<file path="src/rtl/timer_irq_ctrl.sv">
// HuC6280 timer (CET_n) and interrupt controller (CECG_n) bus responder.
// Prescaled 7-bit reload down-counter raises TIQ; IRQ1/IRQ2 are synchronized external levels.
module timer_irq_ctrl #(
  parameter int PRESCALE = 1024
) (
  input  logic       clk,
  input  logic       reset,
  input  logic       ce,
  input  logic       RE,
  input  logic       WE,
  input  logic       CET_n,
  input  logic       CECG_n,
  input  logic [1:0] addr,
  input  logic [7:0] d_in,
  output logic [7:0] d_out,
  input  logic       irq1_ext_n,
  input  logic       irq2_ext_n,
  output logic       tiq_n,
  output logic       irq1_n,
  output logic       irq2_n
);

  localparam int PW = $clog2(PRESCALE);
  localparam logic [PW-1:0] PRE_LAST = PW'(PRESCALE - 1);

  logic [6:0]    reload;
  logic [6:0]    counter;
  logic          en;
  logic [PW-1:0] prescaler;
  logic [2:0]    mask;
  logic          tiq_pend;
  logic [1:0]    sync1;
  logic [1:0]    sync2;
  logic          irq1_pend;
  logic          irq2_pend;

  logic wr;
  logic wr_reload;
  logic wr_en;
  logic wr_mask;
  logic wr_ack;
  logic start;
  logic stop;
  logic run;
  logic tick;
  logic underflow;
  logic unused;

  assign wr        = ce & WE;
  assign wr_reload = wr & ~CET_n & ~addr[0];
  assign wr_en     = wr & ~CET_n & addr[0];
  assign wr_mask   = wr & ~CECG_n & (addr == 2'd2);
  assign wr_ack    = wr & ~CECG_n & (addr == 2'd3);

  // A disabling write suppresses a terminal tick landing in the same cycle.
  assign start     = wr_en & d_in[0] & ~en;
  assign stop      = wr_en & ~d_in[0];
  assign run       = ce & en & ~stop;
  assign tick      = run & (prescaler == PRE_LAST);
  assign underflow = tick & (counter == 7'd0);

  assign unused    = d_in[7];

  always_ff @(posedge clk) begin
    if (reset) begin
      en        <= 1'b0;
      prescaler <= '0;
      counter   <= 7'd0;
    end else begin
      if (wr_en) en <= d_in[0];

      if (start || stop || tick) prescaler <= '0;
      else if (run)              prescaler <= prescaler + 1'b1;

      if (start)     counter <= reload;
      else if (tick) counter <= underflow ? reload : counter - 7'd1;
    end
  end

  // Reload is read by the counter before this write lands, so an underflow
  // coinciding with a reload write still loads the previous value.
  always_ff @(posedge clk) begin
    if (reset) begin
      reload   <= 7'd0;
      mask     <= 3'b000;
      tiq_pend <= 1'b0;
    end else begin
      if (wr_reload) reload <= d_in[6:0];
      if (wr_mask)   mask   <= d_in[2:0];
      if (underflow)   tiq_pend <= 1'b1;
      else if (wr_ack) tiq_pend <= 1'b0;
    end
  end

  always_ff @(posedge clk) begin
    if (reset) begin
      sync1 <= 2'b11;
      sync2 <= 2'b11;
    end else if (ce) begin
      sync1 <= {irq1_ext_n, irq2_ext_n};
      sync2 <= sync1;
    end
  end

  assign irq1_pend = ~sync2[1];
  assign irq2_pend = ~sync2[0];

  always_comb begin
    d_out = 8'h00;
    if (RE) begin
      if (!CET_n) begin
        d_out = {1'b0, counter};
      end else if (!CECG_n) begin
        case (addr)
          2'd2:    d_out = {5'b0, mask};
          2'd3:    d_out = {5'b0, tiq_pend, irq1_pend, irq2_pend};
          default: d_out = 8'h00;
        endcase
      end
    end
  end

  assign tiq_n  = ~(tiq_pend & ~mask[2]);
  assign irq1_n = ~(irq1_pend & ~mask[1]);
  assign irq2_n = ~(irq2_pend & ~mask[0]);

endmodule
</file>
<file path="config.mk">
export PLATFORM = sky130hd
export DESIGN_NAME = timer_irq_ctrl
export DESIGN_NICKNAME = d
export VERILOG_FILES = /design/src/rtl/timer_irq_ctrl.sv
export SDC_FILE = /design/constraint.sdc
export NUM_CORES = 1
export LEC_CHECK = 0
export ABC_CLOCK_PERIOD_IN_PS = 4300
export CORE_ASPECT_RATIO = 0.7
export CORE_MARGIN = 2
export CORE_UTILIZATION = 50
export CTS_CLUSTER_SIZE = 40
export DETAILED_ROUTE_END_ITERATION = 10
export GPL_TIMING_DRIVEN = 1
export PLACE_DENSITY = 0.79
export SYNTH_ARGS = -nofsm -noshare
export SYNTH_HDL_FRONTEND = slang
export SYNTH_SLANG_ARGS = --single-unit
</file>
<file path="constraint.sdc">
create_clock -name clk -period 4.3 [get_ports clk]
set_clock_uncertainty 0.15 [all_clocks]
set_input_delay 1.075 -clock clk [delete_from_list [all_inputs] [get_ports clk]]
set_output_delay 1.075 -clock clk [all_outputs]
set_load 0.05 [all_outputs]
</file>
==> summary.txt <==
FLOORPLANNING
----------------------------------------------------------------------------------------------------
Core outline area                                                                       0.00321 sq mm
Initial Util                                                                                   53.3%
Number of primary I/O pins                                                                        30
Chip Height                                                                                  52.9 um
Floorplan die area                                                                      0.00391 sq mm
Std cell rows                                                                                     17
Die X                                                                                        73.9 um

CLOCKING
----------------------------------------------------------------------------------------------------
Clock network latency to the later pin of the worst-skew pair                                0.28 ns
Post-CTS setup repair buffer count                                                                 0
Number of H-tree levels                                                                            2
Maximum buffer depth of the clock tree                                                             2
Clk sinks                                                                                         33
Number of buffers created by CTS                                                                   5
Root Buffer Master                                                                      sky130_fd_sc_hd__clkbuf_8
Hold bufs inserted after CTS                                                                       0
Clock-pin slew reported for the worst setup and hold paths after clock tree synthesis        0.07 ns
Post-cts repair resize count                                                                       0
TritonCTS clock tree                                                                           built

ROUTING
----------------------------------------------------------------------------------------------------
Ratio of routed vias to standard cells                                                          5.42
Drt pass-1 iters                                                                                   4
WL per Instance                                                                              14.1 um
Number of vias in the routed layout                                                             1486
Total detailed-routing wirelength                                                            3870 um
Antenna-violating nets left                                                                        0
Initial detailed-routing violation count                                                          75
Drt drc                                                                                            0

TIMING
----------------------------------------------------------------------------------------------------
Final number of max-transition violations                                                          0
Final critical-path required period                                                          3.71 ns
Unrepaired setup endpoints after global routing                                                   no
Ratio of final minimum period to clock period                                                  86.3%
Final hold viol count                                                                              0
Slew @ Worst Pin                                                                            0.631 ns
Final setup violation count                                                                        0
Final total negative setup slack                                                                0 ns
Highest attainable clock frequency                                                           269 MHz
Normalized max-slew margin                                                                     57.8%

POWER AND IR DROP
----------------------------------------------------------------------------------------------------
Largest vdd supply drop                                                                     0.215 mV
LEAKAGE                                                                                     0.802 nW
Total power after layout                                                                    0.679 mW
Pwr per Cell Area                                                                        319 mW/mm^2

CRITICAL PATH
----------------------------------------------------------------------------------------------------
Element type at the critical path end                                                    output port
Worst reg2reg path endpoint                                                               counter[3]
Critical setup path kind                                                                input pin to output port
Worst reg-to-reg setup slack                                                                 1.93 ns
Critical path required time                                                                  3.07 ns
Crit-path max FO                                                                                   8
Worst setup SP type                                                                        input pin
R2R cell count                                                                                     7
Worst setup path startpoint                                                                  addr[0]
Worst setup path end                                                                        d_out[1]
Reg2Reg Launch Point                                                                      counter[0]
Endpoint arrival time on the critical path                                                   2.49 ns

GRT
----------------------------------------------------------------------------------------------------
Vias in the first global route                                                                  1271
Total congestion overflow                                                                          0
Wire length of the first global-routing pass                                                 6290 um
Global routing usage summed across all routing layers                                          22.2%
Maximum number of pins on one net before global-route repair                                      20
Antenna violations before repair                                                                   0

LAYOUT
----------------------------------------------------------------------------------------------------
Number of nets in the layout                                                                     247
Most common cell after layout, fill and taps aside                                      sky130_fd_sc_hd__dfxtp_1
Multi-input combinational cell area                                                        987 sq um
Fraction of final layout cells sized beyond drive strength 1                                   11.9%
Area of all sequential standard cells                                                      661 sq um
Synthesis-to-finish area growth                                                                24.4%
Final Cell Area                                                                         0.00213 sq mm
Final Instance Count excl. Fillers                                                               274
Antenna diode instance count                                                                       0
Highest-count cells in the layout ignoring fill and taps                                33 x sky130_fd_sc_hd__dfxtp_1, 30 x sky130_fd_sc_hd__nor2_1, 20 x sky130_fd_sc_hd__clkdlybuf4s50_1, 15 x sky130_fd_sc_hd__mux2i_1, 12 x sky130_fd_sc_hd__nand2_1
Count of filler cells inserted in the layout                                                     281

SYNTHESIS
----------------------------------------------------------------------------------------------------
Post-Synthesis Net Count                                                                         219
Fraction of synthesis flops using an asynchronous set or reset pin                                0%
Synth Register Bits                                                                               33
Post-synth cell types                                                                             45
Instance count of the mapped netlist                                                             198
Dominant synthesized flop cell                                                          sky130_fd_sc_hd__dfxtp_1
Total number of yosys warnings                                                                     0
Avg Synthesized Cell Area                                                                 8.64 sq um
Number of enable flip-flop cells after synthesis                                                   0
Share of the yosys chip area belonging to registers                                            38.6%
Area of the mapped netlist                                                              0.00171 sq mm

MIN PATH
----------------------------------------------------------------------------------------------------
Class of the worst hold path                                                            register to register

RUN STATUS
----------------------------------------------------------------------------------------------------
Result of the run                                                                          completed

PLACE
----------------------------------------------------------------------------------------------------
Placed Cells                                                                                     266
Post-Place Cell Area                                                                    0.00201 sq mm
RD Place Congestion                                                                            0.855
Detailed placement HPWL                                                                      3010 um
Port-buffer cells                                                                                 27

FLOW RUN
----------------------------------------------------------------------------------------------------
Max-capacitance violation count                                                                    0

[cells in the mapped netlist, drive strengths merged (2+ instances only)]
library cell | count | area, sq um
a21oi | 8 | 40.0
and2 | 7 | 43.8
and3 | 3 | 18.8
and4 | 2 | 17.5
buf | 5 | 27.5
clkbuf | 4 | 15.0
dfxtp | 33 | 661
ha | 2 | 25.0
inv | 7 | 26.3
mux2i | 15 | 150
nand2 | 12 | 45.0
nand2b | 3 | 18.8
nand3 | 7 | 35.0
nand4 | 9 | 56.3
nor2 | 30 | 113
nor3 | 2 | 10.0
nor3b | 4 | 35.0
nor4 | 3 | 48.8
o211ai | 5 | 37.5
o21ai | 4 | 20.0
o22ai | 3 | 18.8
or2 | 2 | 12.5
or3 | 3 | 18.8
or3b | 2 | 17.5
xnor2 | 2 | 17.5
xor2 | 6 | 52.6
[power by group]
part | leakage [nW] | internal [mW] | total [mW] | switching (mW)
clock network | 0.0574 | 0.188 | 0.303 | 0.114
registers | 0.267 | 0.310 | 0.314 | 0.00342
logic | 0.478 | 0.0293 | 0.0623 | 0.0330
total | 0.802 | 0.528 | 0.679 | 0.151
[worst max-delay path, stage by stage]
cell and delay, ns:
sky130_fd_sc_hd__clkdlybuf4s50_1 0.68, sky130_fd_sc_hd__mux2i_1 0.30, sky130_fd_sc_hd__o22ai_1 0.09, sky130_fd_sc_hd__and2_1 0.16, sky130_fd_sc_hd__buf_4 0.18
[per-stage QoR]
stage / utilization (%) / worst slack, ns / hold WS (ns)
2_1_floorplan: - / 1.19 / 0.291
4_1_cts: 66.3 / 0.596 / 0.334
6_report: 66.3 / 0.589 / 0.331
5_1_grt: 66.3 / 0.506 / 0.352
3_5_place_dp: 62.5 / 0.588 / 0.315
3_3_place_gp: 62.5 / 0.596 / 0.308
[worst min-delay path by stage]
stage | start | to | slack, ns | depth (start not counted)
after CTS | sync1[1] | sync1[1] | 0.33 | 2
after floorplan | sync1[0] | sync1[0] | 0.29 | 2
final | sync1[1] | sync1[1] | 0.33 | 2
after global placement | sync1[1] | sync1[1] | 0.31 | 2
after detailed placement | sync1[0] | sync1[0] | 0.31 | 2
after global routing | sync1[1] | sync1[1] | 0.35 | 2
[logic make-up (layout without fill, tap and decap cells)]
family | Yosys count | after routing | synth area share (%)
other | 1 | 1 | 0.219
xor gates and xnor gates | 8 | 8 | 4.10
and+or+nand+nor | 98 | 98 | 33.7
buffers and inverters | 16 | 45 | 4.02
muxes | 15 | 15 | 8.78
AOI/OAI and AO/OA | 25 | 25 | 9.14
DFF | 33 | 33 | 38.6
adders and majority gates | 2 | 2 | 1.46
[sequential cells by signal, summed over array words and instances, names as in the netlist]
signal     cells
counter        7
en             1
mask           3
prescaler     10
reload         7
sync1          2
sync2          2
tiq_pend       1
[area by class of cell]
class | instances | area share [%]
clock inverters | 2 | 1.76
clock buffers | 6 | 3.88
multi-input cells | 149 | 46.4
well taps | 47 | 2.76
inverters | 7 | 1.23
flip-flops and latches | 33 | 31.0
repair buffers | 30 | 12.9
[per-layer routing]
metal,vias up,part of all wire (%),track usage [%]
li1,761,-,-
met1,678,54,34.2
met2,40,39,28.4
met3,7,5.9,5.90
met4,0,1.9,8.48
met5,-,0,0
Note: power is estimated with default switching activity, not from simulation.
